$ cat src/rtl/seq_pattern_gen_pkg.sv
// Shared definitions for the serial pattern generator and the recognizer-side bench.
// Holds the FSM state encodings and the default widths.
package seq_pattern_gen_pkg;
  localparam int DEF_MAX_LEN = 8;
  localparam int DEF_LEN_W   = 4;
  localparam int DEF_CNT_W   = 4;

  localparam logic [1:0] IDLE = 2'd0;
  localparam logic [1:0] SEND = 2'd1;
  localparam logic [1:0] GAP  = 2'd2;

  typedef enum logic [1:0] {
    ST_IDLE = IDLE,
    ST_SEND = SEND,
    ST_GAP  = GAP
  } state_e;
endpackage

$ cat src/rtl/seq_pattern_gen_if.sv
// Request/serial-output bundle between a pattern source and seq_pattern_gen.
interface seq_pattern_gen_if #(
  parameter int MAX_LEN = 8,
  parameter int LEN_W   = 4,
  parameter int CNT_W   = 4
) ();
  logic               start;
  logic [MAX_LEN-1:0] pat;
  logic [LEN_W-1:0]   len;
  logic [CNT_W-1:0]   reps;
  logic [CNT_W-1:0]   gap;
  logic               out;
  logic               valid;
  logic               busy;
  logic               done;

  modport master (output start, pat, len, reps, gap,
                  input  out, valid, busy, done);
  modport slave  (input  start, pat, len, reps, gap,
                  output out, valid, busy, done);
endinterface

$ cat src/rtl/seq_pattern_gen_shifter.sv
// Loadable pattern register with a bit-index down-counter; presents the bit
// currently selected and flags when the index has reached bit 0.
module seq_bit_shifter #(
  parameter int MAX_LEN = 8,
  parameter int LEN_W   = 4
) (
  input  logic               clk,
  input  logic               reset,
  input  logic               load,
  input  logic [MAX_LEN-1:0] pat,
  input  logic [LEN_W-1:0]   len,
  input  logic               rewind,
  input  logic               advance,
  output logic               cur_bit,
  output logic               last_bit
);
  logic [MAX_LEN-1:0] pat_q;
  logic [LEN_W-1:0]   len_q;
  logic [LEN_W-1:0]   idx;

  always_ff @(posedge clk or negedge reset) begin
    if (!reset) begin
      pat_q <= '0;
      len_q <= '0;
      idx   <= '0;
    end else if (load) begin
      pat_q <= pat;
      len_q <= len;
      idx   <= (len == '0) ? '0 : len - LEN_W'(1);
    end else if (rewind) begin
      idx <= (len_q == '0) ? '0 : len_q - LEN_W'(1);
    end else if (advance && idx != '0) begin
      idx <= idx - LEN_W'(1);
    end
  end

  // mask select keeps the index width independent of the pattern width
  assign cur_bit  = |(pat_q & (MAX_LEN'(1) << idx));
  assign last_bit = (idx == '0);
endmodule

$ cat src/rtl/seq_pattern_gen.sv
// Serial pattern transmitter: sends a latched pattern MSB-first, reps times,
// with gap idle cycles between repetitions, then pulses done.
module seq_pattern_gen
  import seq_pattern_gen_pkg::*;
#(
  parameter int MAX_LEN = DEF_MAX_LEN,
  parameter int LEN_W   = DEF_LEN_W,
  parameter int CNT_W   = DEF_CNT_W
) (
  input  logic          clk,
  input  logic          reset,
  seq_pattern_gen_if.slave bus
);
  state_e           state, state_nx;
  logic [CNT_W-1:0] rep_cnt, gap_cnt, gap_q;
  logic [LEN_W-1:0] len_c;
  logic             done_q, fin;
  logic             ld, rew, adv;
  logic             cur_bit, last_bit;

  assign len_c = (bus.len > LEN_W'(MAX_LEN)) ? LEN_W'(MAX_LEN) : bus.len;

  seq_bit_shifter #(.MAX_LEN(MAX_LEN), .LEN_W(LEN_W)) u_shift (
    .clk     (clk),
    .reset   (reset),
    .load    (ld),
    .pat     (bus.pat),
    .len     (len_c),
    .rewind  (rew),
    .advance (adv),
    .cur_bit (cur_bit),
    .last_bit(last_bit)
  );

  always_ff @(posedge clk or negedge reset) begin
    if (!reset) state <= ST_IDLE;
    else        state <= state_nx;
  end

  always_comb begin
    state_nx = state;
    ld       = 1'b0;
    rew      = 1'b0;
    adv      = 1'b0;
    fin      = 1'b0;
    case (state)
      ST_IDLE: begin
        if (bus.start) begin
          ld = 1'b1;
          if (len_c != '0 && bus.reps != '0) state_nx = ST_SEND;
          else                               fin      = 1'b1;
        end
      end
      ST_SEND: begin
        if (last_bit) begin
          if (rep_cnt > CNT_W'(1)) begin
            rew = 1'b1;
            if (gap_q != '0) state_nx = ST_GAP;
          end else begin
            state_nx = ST_IDLE;
            fin      = 1'b1;
          end
        end else begin
          adv = 1'b1;
        end
      end
      ST_GAP: begin
        if (gap_cnt <= CNT_W'(1)) state_nx = ST_SEND;
      end
      default: state_nx = ST_IDLE;
    endcase
  end

  // rep_cnt counts repetitions still owed including the one on the wire
  always_ff @(posedge clk or negedge reset) begin
    if (!reset) begin
      rep_cnt <= '0;
      gap_q   <= '0;
      gap_cnt <= '0;
      done_q  <= 1'b0;
    end else begin
      done_q <= fin;
      if (state == ST_IDLE && bus.start) begin
        rep_cnt <= bus.reps;
        gap_q   <= bus.gap;
      end else if (state == ST_SEND && last_bit && rep_cnt != '0) begin
        rep_cnt <= rep_cnt - CNT_W'(1);
      end
      if (state == ST_SEND && state_nx == ST_GAP)
        gap_cnt <= gap_q;
      else if (state == ST_GAP && gap_cnt != '0)
        gap_cnt <= gap_cnt - CNT_W'(1);
    end
  end

  assign bus.valid = (state == ST_SEND);
  assign bus.out   = bus.valid & cur_bit;
  assign bus.busy  = (state != ST_IDLE);
  assign bus.done  = done_q;
endmodule

$ cat src/flat_wrapper.sv
// flat-port wrapper written by rule: the top's interface ports become plain ports
module seq_pattern_gen_flat import seq_pattern_gen_pkg::*;
#(
  parameter int MAX_LEN = DEF_MAX_LEN,
  parameter int LEN_W   = DEF_LEN_W,
  parameter int CNT_W   = DEF_CNT_W
)
  (clk, reset, bus_start, bus_pat, bus_len, bus_reps, bus_gap, bus_out, bus_valid, bus_busy, bus_done);
  seq_pattern_gen_if #(.MAX_LEN(MAX_LEN), .LEN_W(LEN_W), .CNT_W(CNT_W)) bus_i ();
  input  logic clk;
  input  logic reset;
  input wire logic [$bits(bus_i.start)-1:0] bus_start;
  input wire logic [$bits(bus_i.pat)-1:0] bus_pat;
  input wire logic [$bits(bus_i.len)-1:0] bus_len;
  input wire logic [$bits(bus_i.reps)-1:0] bus_reps;
  input wire logic [$bits(bus_i.gap)-1:0] bus_gap;
  output wire logic [$bits(bus_i.out)-1:0] bus_out;
  output wire logic [$bits(bus_i.valid)-1:0] bus_valid;
  output wire logic [$bits(bus_i.busy)-1:0] bus_busy;
  output wire logic [$bits(bus_i.done)-1:0] bus_done;
  assign bus_i.start = bus_start;
  assign bus_i.pat = bus_pat;
  assign bus_i.len = bus_len;
  assign bus_i.reps = bus_reps;
  assign bus_i.gap = bus_gap;
  assign bus_out = bus_i.out;
  assign bus_valid = bus_i.valid;
  assign bus_busy = bus_i.busy;
  assign bus_done = bus_i.done;
  seq_pattern_gen #(.MAX_LEN(MAX_LEN), .LEN_W(LEN_W), .CNT_W(CNT_W)) u_core (.clk(clk), .reset(reset), .bus(bus_i));
endmodule
$ cat config.mk
export PLATFORM = sky130hd
export DESIGN_NAME = seq_pattern_gen_flat
export DESIGN_NICKNAME = d
export VERILOG_FILES = /design/src/rtl/seq_pattern_gen_pkg.sv /design/src/rtl/seq_pattern_gen_if.sv /design/src/rtl/seq_pattern_gen_shifter.sv /design/src/rtl/seq_pattern_gen.sv /design/src/flat_wrapper.sv
export SDC_FILE = /design/constraint.sdc
export NUM_CORES = 1
export LEC_CHECK = 0
export CORE_MARGIN = 2
export CORE_UTILIZATION = 40
export DETAILED_ROUTE_END_ITERATION = 10
export GPL_TIMING_DRIVEN = 0
export PLACE_DENSITY = 0.6
export SLEW_MARGIN = 20
export SYNTH_ARGS = -nofsm -noshare
export SYNTH_HDL_FRONTEND = slang
export SYNTH_SLANG_ARGS = --single-unit
$ cat constraint.sdc
create_clock -name clk -period 3.3 [get_ports clk]
set_clock_uncertainty 0.1 [all_clocks]
set_input_delay 0.99 -clock clk [delete_from_list [all_inputs] [get_ports clk]]
set_output_delay 0.99 -clock clk [all_outputs]
set_load 0.05 [all_outputs]
==> results of run 1 <==
## worst min-delay path: cells and delay by family (launching register included)
family	cells	cell delay, ns
and+or+nand+nor	2	0.10
DFF	1	0.35
## cell type report
cell class | instances | area (sq um) | area share
timing repair buffer | 26 | 253 | 0.110
inverter | 12 | 45.0 | 0.0196
tap | 52 | 65.1 | 0.0282
buffer | 7 | 38.8 | 0.0168
clock buffer | 6 | 82.6 | 0.0359
clock inverter | 2 | 35.0 | 0.0152
multi-input combinational | 162 | 1010 | 0.438
sequential | 31 | 776 | 0.337
## path summary, 6_finish.rpt
kind | startpoint | endpoint | slack [ns] | depth (start not counted)
max | u_core.u_shift.idx[0] | bus_out | 0.37 | 7
min | u_core.u_shift.pat_q[7] | u_core.u_shift.pat_q[7] | 0.38 | 2
max reg2reg | u_core.u_shift.idx[0] | u_core.gap_cnt[1] | 1.11 | 7
min reg2reg | u_core.u_shift.pat_q[7] | u_core.u_shift.pat_q[7] | 0.38 | 2
max in group asynchronous | reset | u_core.u_shift.idx[2] | 2.00 | 1
min in group asynchronous | reset | u_core.u_shift.len_q[2] | 0.65 | 1
## state kept, by name, summed over array words and instances (netlist names)
signal / flops
u_core.bus.done: 1
u_core.rep_cnt: 4
u_core.gap_q: 4
u_core.u_shift.len_q: 4
u_core.gap_cnt: 4
u_core.state: 2
u_core.u_shift.pat_q: 8
u_core.u_shift.idx: 4
## report_power, final
| group | switching (mW) | internal, mW | total, mW | leakage, nW |
|---|---|---|---|---|
| logic | 0.645 | 0.436 | 1.08 | 0.617 |
| clock network | 0.138 | 0.244 | 0.382 | 0.0612 |
| registers | 0.163 | 0.562 | 0.725 | 0.384 |
## cells by family after synthesis
logic type / count (synthesis) / share of synthesized area
compound gates: 54 / 0.193
xor+xnor: 2 / 0.00938
fa+ha+maj: 11 / 0.0737
buf+inv: 19 / 0.0449
flops: 31 / 0.415
mux: 3 / 0.0194
simple gates: 92 / 0.244
## through the flow
| step | power [mW] | setup WS (ns) | hold WS (ns) | util | std cells |
|---|---|---|---|---|---|
| 2_1_floorplan | 1.53 | 0.219 | 0.346 | - | 212 |
| 3_3_place_gp | 1.82 | 0.0800 | 0.366 | 0.497 | 290 |
| 6_report | 2.19 | 0.368 | 0.381 | 0.522 | 298 |
| 3_5_place_dp | 1.83 | 0.169 | 0.370 | 0.496 | 290 |
| 5_1_grt | 2.39 | 0.147 | 0.397 | 0.522 | 298 |
| 4_1_cts | 2.22 | 0.0755 | 0.387 | 0.522 | 298 |
## synthesized netlist by cell type (2+ instances only)
cell / number
nor3b_1: 2
clkbuf_1: 2
inv_1: 12
or2_2: 3
a22oi_1: 4
buf_2: 3
or4_1: 2
nand2_1: 48
nor2b_1: 2
a21oi_1: 10
nor3_1: 4
a31oi_1: 6
or3_1: 2
o211ai_1: 3
nand2b_1: 5
o21a_1: 2
nand3_1: 3
o311ai_0: 2
o21ai_0: 15
or3b_1: 2
a32oi_1: 3
ha_1: 11
nor2_1: 13
dfrtp_1: 31
a211oi_1: 3
## routing by layer
layer	routed length (um)	vias to the layer above	GRT usage
li1	-	802	-
met2	1900	18	0.276
met1	1850	726	0.227
met4	15	0	0.0314
met5	0	-	0
met3	129	2	0.0486
## what timing repair did
| item | in CTS | in global routing |
|---|---|---|
| resized for setup | 1 | 4 |
| buffers inserted | 0 | 0 |
| hold buffers | 0 | 0 |
| cloned | 0 | 0 |
| endpoints found under the setup margin | 1 | 2 |
==> impl_metrics.toml, run 1 <==
[yosys]
ys_warn_count = 0
syn_nets = 246
synth_cell_types = 44
synth-edff-count = 0
synth_largest_area_cell = "dfrtp_1"
syn_area_sq_um = 1870
synth_area_leaders = "dfrtp_1, nand2_1, ha_1"
synthCells = 212
syn_avg_cell_area_sq_um = 8.81
synthArstFlopShare = 1.00
synth-main-ff-cell = "dfrtp_1"
ys_seq_elements = 31
ys_seq_area_frac = 0.415
synth_top_area_frac = 0.415

[setup_path]
crit_required_ns = 2.21
path_buf_inv = 2
critPathArrivalTime_ns = 1.84
crit_path_max_fanout = 5
crit_path_cell_trace = "inv_1 > ha_1 > a22oi_1 > a21oi_1 > a21oi_1 > nor3_1 > clkbuf_2"
cp-end-kind = "output pin"
crit_type = "register to output pin"
startpoint_type = "register"
cp_slowest_cell = "dfrtp_1"
crit_top_cell = "a21oi_1"
cp_top_family = "buffers and inverters"
critPathMaxStageDelay_ns = 0.43

[cells_and_area]
drive_gt1_frac = 0.110
finalNetCount = 279
area_growth_syn_to_layout_pct = 23.3
final_area_sq_um = 2300
mostFrequentLayoutCells = "nand2_1, dfrtp_1, clkdlybuf4s50_1"
fillers = 430
final_common_cell = "nand2_1"
n_antenna_cell = 0

[sta]
clock.fmax_mhz = 341
relSlewSlack = 0.544
tns_ns = 0
worstMarginPinSlew_ns = 0.685
final-hold-violation-count = 0
final-max-slew-violation-count = 0
period_share = 0.889
rsz0062_at_grt = "false"
finalCriticalPeriod_ns = 2.93
setup_violations = 0

[place]
globalplace.congestion = 0.733
dp_hpwl_um = 2910
dpl-instance-area_sq_um = 2190
port_buffers = 26

[cts]
htreeDepth = 2
clock_path_buffers = 2
clkTransAtPathRegs_ns = 0.06
cts_tree = "done"
numCtsBuffers = 5
numClockSinks = 31
root_buffer = "clkbuf_8"
clk_latency_ns = 0.28

[power]
p_per_area_nw_per_um2 = 950
peakVddDrop_mv = 0.449
power.leakage_nw = 1.06

[drt]
drtIter0Drc = 79
firstDrtPassIters = 4
wl_um = 3890
antenna_left = 0
drc = 0
wire_per_inst_um = 13.1
routed_via_density = 5.19
vias = 1548

[floorplan]
die-area_sq_um = 5230
row_count = 24
start_util = 0.423
core-area_sq_um = 4410
die_height_um = 72.3
die_x_um = 72.3
ios = 27

[grt]
grt_pass1_vias = 1529
overflow = 0
antenna_found_initial = 0
grt_util_all_layers = 0.169
grt_pass1_wl_um = 6990
grt_max_degree = 32

[min_path]
hp-class = "register to register"

[run_status]
status = "finished, final reports clean"

[run]
timing.max_cap.violations = 0
(Power assumes the default switching activity.)
==> run 2: changes to the inputs <==
--- a/config.mk
+++ b/config.mk
@@ -8,8 +8,8 @@
 export CORE_MARGIN = 2
 export CORE_UTILIZATION = 40
 export DETAILED_ROUTE_END_ITERATION = 10
-export GPL_TIMING_DRIVEN = 0
 export PLACE_DENSITY = 0.6
+export SETUP_SLACK_MARGIN = 0.2
 export SLEW_MARGIN = 20
 export SYNTH_ARGS = -nofsm -noshare
 export SYNTH_HDL_FRONTEND = slang
==> run 2 against run 1 <==
  * Sequential share of layout area rose by 0.46 points
  * Fmax up 1.2%
  * Count of clock-buffer cells in the layout unchanged
  * Setup slack improved by 0.036 ns
  * Combinational power about the same
  * Non-clock buffer count down 3
  * Routed wire length grew 2.1%
  * Core utilization decreased by 0.71 points
  * First-iteration DRC count up 42%
  * Cell area fell by 1.4%
  * Largest cell class unchanged
==> impl_metrics.toml, run 2 (same netlist as run 1, synthesis figures left out) <==
[run_status]
status = "finished, final reports clean"

[cells_and_area]
fillers = 438
largest_register_ffs = 8
drive_gt1_frac = 0.0992
final_common_cell = "nand2_1"
mostFrequentLayoutCells = "nand2_1, dfrtp_1, clkdlybuf4s50_1"
max_flop_register = "u_core.u_shift.pat_q"
fin_cells = 294
final_area_sq_um = 2270
n_antenna_cell = 0
area_growth_syn_to_layout_pct = 21.6
finalNetCount = 276

[run]
timing.max_cap.violations = 0

[drt]
wire_per_inst_um = 13.5
drc = 0
vias = 1530
wl_um = 3970
firstDrtPassIters = 4
routed_via_density = 5.20
drtIter0Drc = 112
antenna_left = 0

[place]
dp_cells = 287
dpl-instance-area_sq_um = 2180
dp_slack_ns = 0.506
port_buffers = 26
globalplace.congestion = 0.737
dp_hpwl_um = 2900

[power]
peakVddDrop_mv = 0.547
power.leakage_nw = 1.04
p_per_area_nw_per_um2 = 925

[cts]
cts_tree = "done"
numClockSinks = 31
numCtsBuffers = 5
clkTransAtPathRegs_ns = 0.06
root_buffer = "clkbuf_8"
post_cts_buffers = 0
ctsHoldBuffers = 0
clock_path_buffers = 2
htreeDepth = 2
cts_resized = 0
clk_latency_ns = 0.29

[floorplan]
row_count = 24
die_x_um = 72.3
die_height_um = 72.3
start_util = 0.423
ios = 27
die-area_sq_um = 5230
core-area_sq_um = 4410

[setup_path]
cp_top_family = "flip-flops"
crit_type = "register to output pin"
startpoint_type = "register"
crit_path_max_fanout = 5
critPathMaxStageDelay_ns = 0.43
crit_required_ns = 2.21
path_buf_inv = 2
cp_slowest_cell = "dfrtp_1"
cp-end-kind = "output pin"
crit_path_cell_trace = "inv_1 > ha_1 > a22oi_1 > a21oi_1 > a21oi_1 > nor3_1 > buf_4"
crit_top_cell = "a21oi_1"
critPathArrivalTime_ns = 1.81

[sta]
fin_ws_ns = 0.403
relSlewSlack = 0.522
tns_ns = 0
timing.hold.ws_ns = 0.385
period_share = 0.878
final-hold-violation-count = 0
worstMarginPinSlew_ns = 0.717
rsz0062_at_grt = "false"
final-max-slew-violation-count = 0
setup_violations = 0
clock.fmax_mhz = 345
finalCriticalPeriod_ns = 2.90

[grt]
grt_pass1_wl_um = 7200
grt_util_all_layers = 0.178
overflow = 0
antenna_found_initial = 0
grt_pass1_vias = 1554
grt_max_degree = 32

[min_path]
hp-class = "register to register"
==> run 2: changes by cell type in the layout (fill, tap and decap cells not counted), sizes merged <==
cell,change
clkdlybuf4s50,+1
bufinv,-1
clkbuf,-4
==> run 2: report_power, final <==
group          switching (mW)  internal [mW]
clock                   0.138          0.163
combinational           0.633          0.430
sequential              0.176          0.562
==> run 2: final cells by class <==
| type | count | area [sq um] | area share |
|---|---|---|---|
| clock buffer | 6 | 82.6 | 0.0363 |
| clock inverter | 1 | 5.00 | 0.00220 |
| inverter | 12 | 45.0 | 0.0198 |
| multi-input combinational | 162 | 1010 | 0.444 |
| sequential | 31 | 776 | 0.341 |
| tap | 52 | 65.1 | 0.0286 |
| timing repair buffer | 30 | 290 | 0.128 |
==> run 2: stage by stage <==
stage,util,power [mW]
final,0.515,2.10
after global routing,0.515,2.32
after CTS,0.514,2.13
after detailed placement,0.494,1.81
after global placement,0.494,1.80
after floorplan,-,1.53
==> run 2: per-layer routing <==
metal / track usage / vias to the layer above / part of all wire
met1: 0.246 / 700 / 0.49
met5: 0 / - / 0
met4: 0.0629 / 0 / 0.013
met3: 0.0375 / 6 / 0.031
li1: - / 803 / -
met2: 0.275 / 21 / 0.47
==> run 2: final timing paths <==
kind,endpoint,slack [ns],start,depth (start not counted)
setup / recovery,bus_out,0.40,u_core.u_shift.idx[0],7
hold / removal,u_core.u_shift.pat_q[7],0.39,u_core.u_shift.pat_q[7],2
setup reg to reg,u_core.gap_cnt[1],0.93,u_core.u_shift.idx[0],6
hold reg to reg,u_core.u_shift.pat_q[7],0.39,u_core.u_shift.pat_q[7],2
max in group asynchronous,u_core.u_shift.len_q[1],1.81,reset,2
min in group asynchronous,u_core.u_shift.len_q[0],1.00,reset,2
==> run 2: worst min-delay path, delay by kind of cell, from the launching register on <==
kind	cells	cell delay [ns]
simple gates	2	0.11
flops	1	0.35
==> run 3: changes to the inputs <==
--- a/config.mk
+++ b/config.mk
@@ -8,7 +8,7 @@
 export CORE_MARGIN = 2
 export CORE_UTILIZATION = 40
 export DETAILED_ROUTE_END_ITERATION = 10
-export PLACE_DENSITY = 0.6
+export PLACE_DENSITY = 0.62
 export SETUP_SLACK_MARGIN = 0.2
 export SLEW_MARGIN = 20
 export SYNTH_ARGS = -nofsm -noshare
==> constraint.sdc (replaced) <==
create_clock -name clk -period 2.4 [get_ports clk]
set_clock_uncertainty 0.1 [all_clocks]
set_input_delay 0.72 -clock clk [delete_from_list [all_inputs] [get_ports clk]]
set_output_delay 0.72 -clock clk [all_outputs]
set_load 0.05 [all_outputs]
==> run 3 against run 2 <==
  * The flow now finishes with violations (negative setup slack)
  * Core utilization up 6.2 points
  * Cell area increased by 12%
  * Final cell count increased by 5.4%
  * Critical endpoint unchanged
  * Largest power group unchanged
==> impl_metrics.toml, run 3 (same netlist as run 1, synthesis figures left out) <==
[sta]
relSlewSlack = 0.526
fin_ws_ns = -0.0610
worstMarginPinSlew_ns = 0.709
tns_ns = -0.0610
rsz0062_at_grt = "true"
setup_violations = 1
finalCriticalPeriod_ns = 2.46
final-hold-violation-count = 0
final-max-slew-violation-count = 0
period_share = 1.03
clock.fmax_mhz = 406

[floorplan]
die_height_um = 72.3
row_count = 24
die_x_um = 72.3
core-area_sq_um = 4410
start_util = 0.423
ios = 27
die-area_sq_um = 5230

[power]
power.leakage_nw = 1.15
switching_share = 0.426
p_int_mw = 2.01
p_sw_mw = 1.49
p_per_area_nw_per_um2 = 1380
clockPowerShare = 0.154
combinationalPowerShare = 0.554
power.sequential.fraction = 0.291
peakVddDrop_mv = 0.550

[cells_and_area]
area_growth_syn_to_layout_pct = 36.2
drive_gt1_frac = 0.213
mostFrequentLayoutCells = "nand2_1, dfrtp_1, clkdlybuf4s50_1"
finalNetCount = 291
largest_register_ffs = 8
final_common_cell = "nand2_1"
max_flop_register = "u_core.u_shift.pat_q"
n_antenna_cell = 0

[setup_path]
crit_path_cell_trace = "buf_6 > ha_4 > a22oi_2 > nand2_1 > a21oi_2 > nor3_4 > buf_12"
cp-end-kind = "output pin"
path_buf_inv = 2
critPathMaxStageDelay_ns = 0.42
startpoint_type = "register"
ff2ff_setup_slack_ns = 0.19
crit_required_ns = 1.58
crit-reg2reg-launch = "u_core.u_shift.idx[1]"
cp_top_family = "flip-flops"
crit_path_max_fanout = 3
crit_type = "register to output pin"
critPathArrivalTime_ns = 1.64
critPathLaunch = "u_core.u_shift.idx[1]"
cp_slowest_cell = "dfrtp_1"

[place]
dp_hpwl_um = 3010
globalplace.congestion = 0.793
dp_slack_ns = 0.0372
port_buffers = 26

[grt]
grt_max_degree = 32
grt_pass1_wl_um = 7710
grt_util_all_layers = 0.192
antenna_found_initial = 0
grt_pass1_vias = 1674
overflow = 0

[cts]
htreeDepth = 2
clkTransAtPathRegs_ns = 0.07
ctsHoldBuffers = 0
cts_tree = "done"
numClockSinks = 31
clock_path_buffers = 2
numCtsBuffers = 5
root_buffer = "clkbuf_8"
clk_latency_ns = 0.29

[min_path]
hp-class = "register to register"
hold_start = "u_core.gap_q[2]"

[run_status]
status = "finished with violations"
violations = "negative setup slack"

[drt]
vias = 1645
wire_per_inst_um = 14.1
wl_met1_um = 1960
drtIter0Drc = 80
firstDrtPassIters = 4
drc = 0
wl_met3_um = 151
top_layer = "met4"
wl_um = 4370
dr_wl_met2_um = 2120
antenna_left = 0
routed_via_density = 5.31

[run]
timing.max_cap.violations = 0
==> run 3: cell types whose count changed in the layout (fill, tap and decap cells not counted), moves of 3 or more <==
cell / delta
a22oi_2: +4
ha_1: -4
buf_12: +3
a22oi_1: -4
ha_4: +4
buf_6: +3
buf_4: +11
==> run 3: through the flow <==
stage | hold slack, ns | util | std cells | cell area [sq um] | power (mW)
global placement | 0.367 | 0.514 | 293 | 2270 | 2.63
finish | 0.395 | 0.576 | 310 | 2540 | 3.50
floorplan | 0.324 | - | 212 | 1880 | 2.13
global route | 0.426 | 0.576 | 310 | 2540 | 3.81
CTS | 0.388 | 0.565 | 306 | 2500 | 3.39
detailed placement | 0.368 | 0.514 | 293 | 2270 | 2.66
==> run 3: power by group through the flow <==
stage / sequential, mW / clock, mW / combinational [mW]
2_1_floorplan: 0.952 / 0 / 1.18
3_3_place_gp: 1.01 / 0 / 1.63
3_5_place_dp: 1.01 / 0 / 1.65
4_1_cts: 1.00 / 0.547 / 1.84
5_1_grt: 1.05 / 0.576 / 2.18
6_report: 1.02 / 0.540 / 1.94
==> run 3: worst min-delay path, cell delays in order (launching register included) <==
cell	delay [ns]
dfrtp_1	0.36
nand2_1	0.05
nand2_1	0.06
==> run 3: final timing paths <==
path	end	cells after the start
worst min register to register	u_core.gap_q[2]	2
min in group asynchronous	u_core.u_shift.len_q[3]	2
worst min-delay path	u_core.gap_q[2]	2
worst max register to register	u_core.rep_cnt[1]	7
max in group asynchronous	u_core.gap_q[0]	2
worst max-delay path	bus_out	7
==> run 3: area by class of cell <==
type	instances	area, sq um
inverters	12	45.0
flip-flops and latches	31	776
clock inverters	2	35.0
clock buffers	6	82.6
fillers	399	1870
repair buffers	45	443
well taps	52	65.1
multi-input cells	162	1100
==> run 3: timing repair <==
item                                    CTS  global route
buffers inserted                          5             4
resized for setup                        16             4
endpoints found under the setup margin    7             8
pin swaps                                 6             5
==> run 3: layer usage <==
layer  GRT usage  vias to the layer above
li1            -                      831
met1       0.246                      766
met2       0.300                       33
met3      0.0486                       15
met4       0.103                        0
met5           0                        -
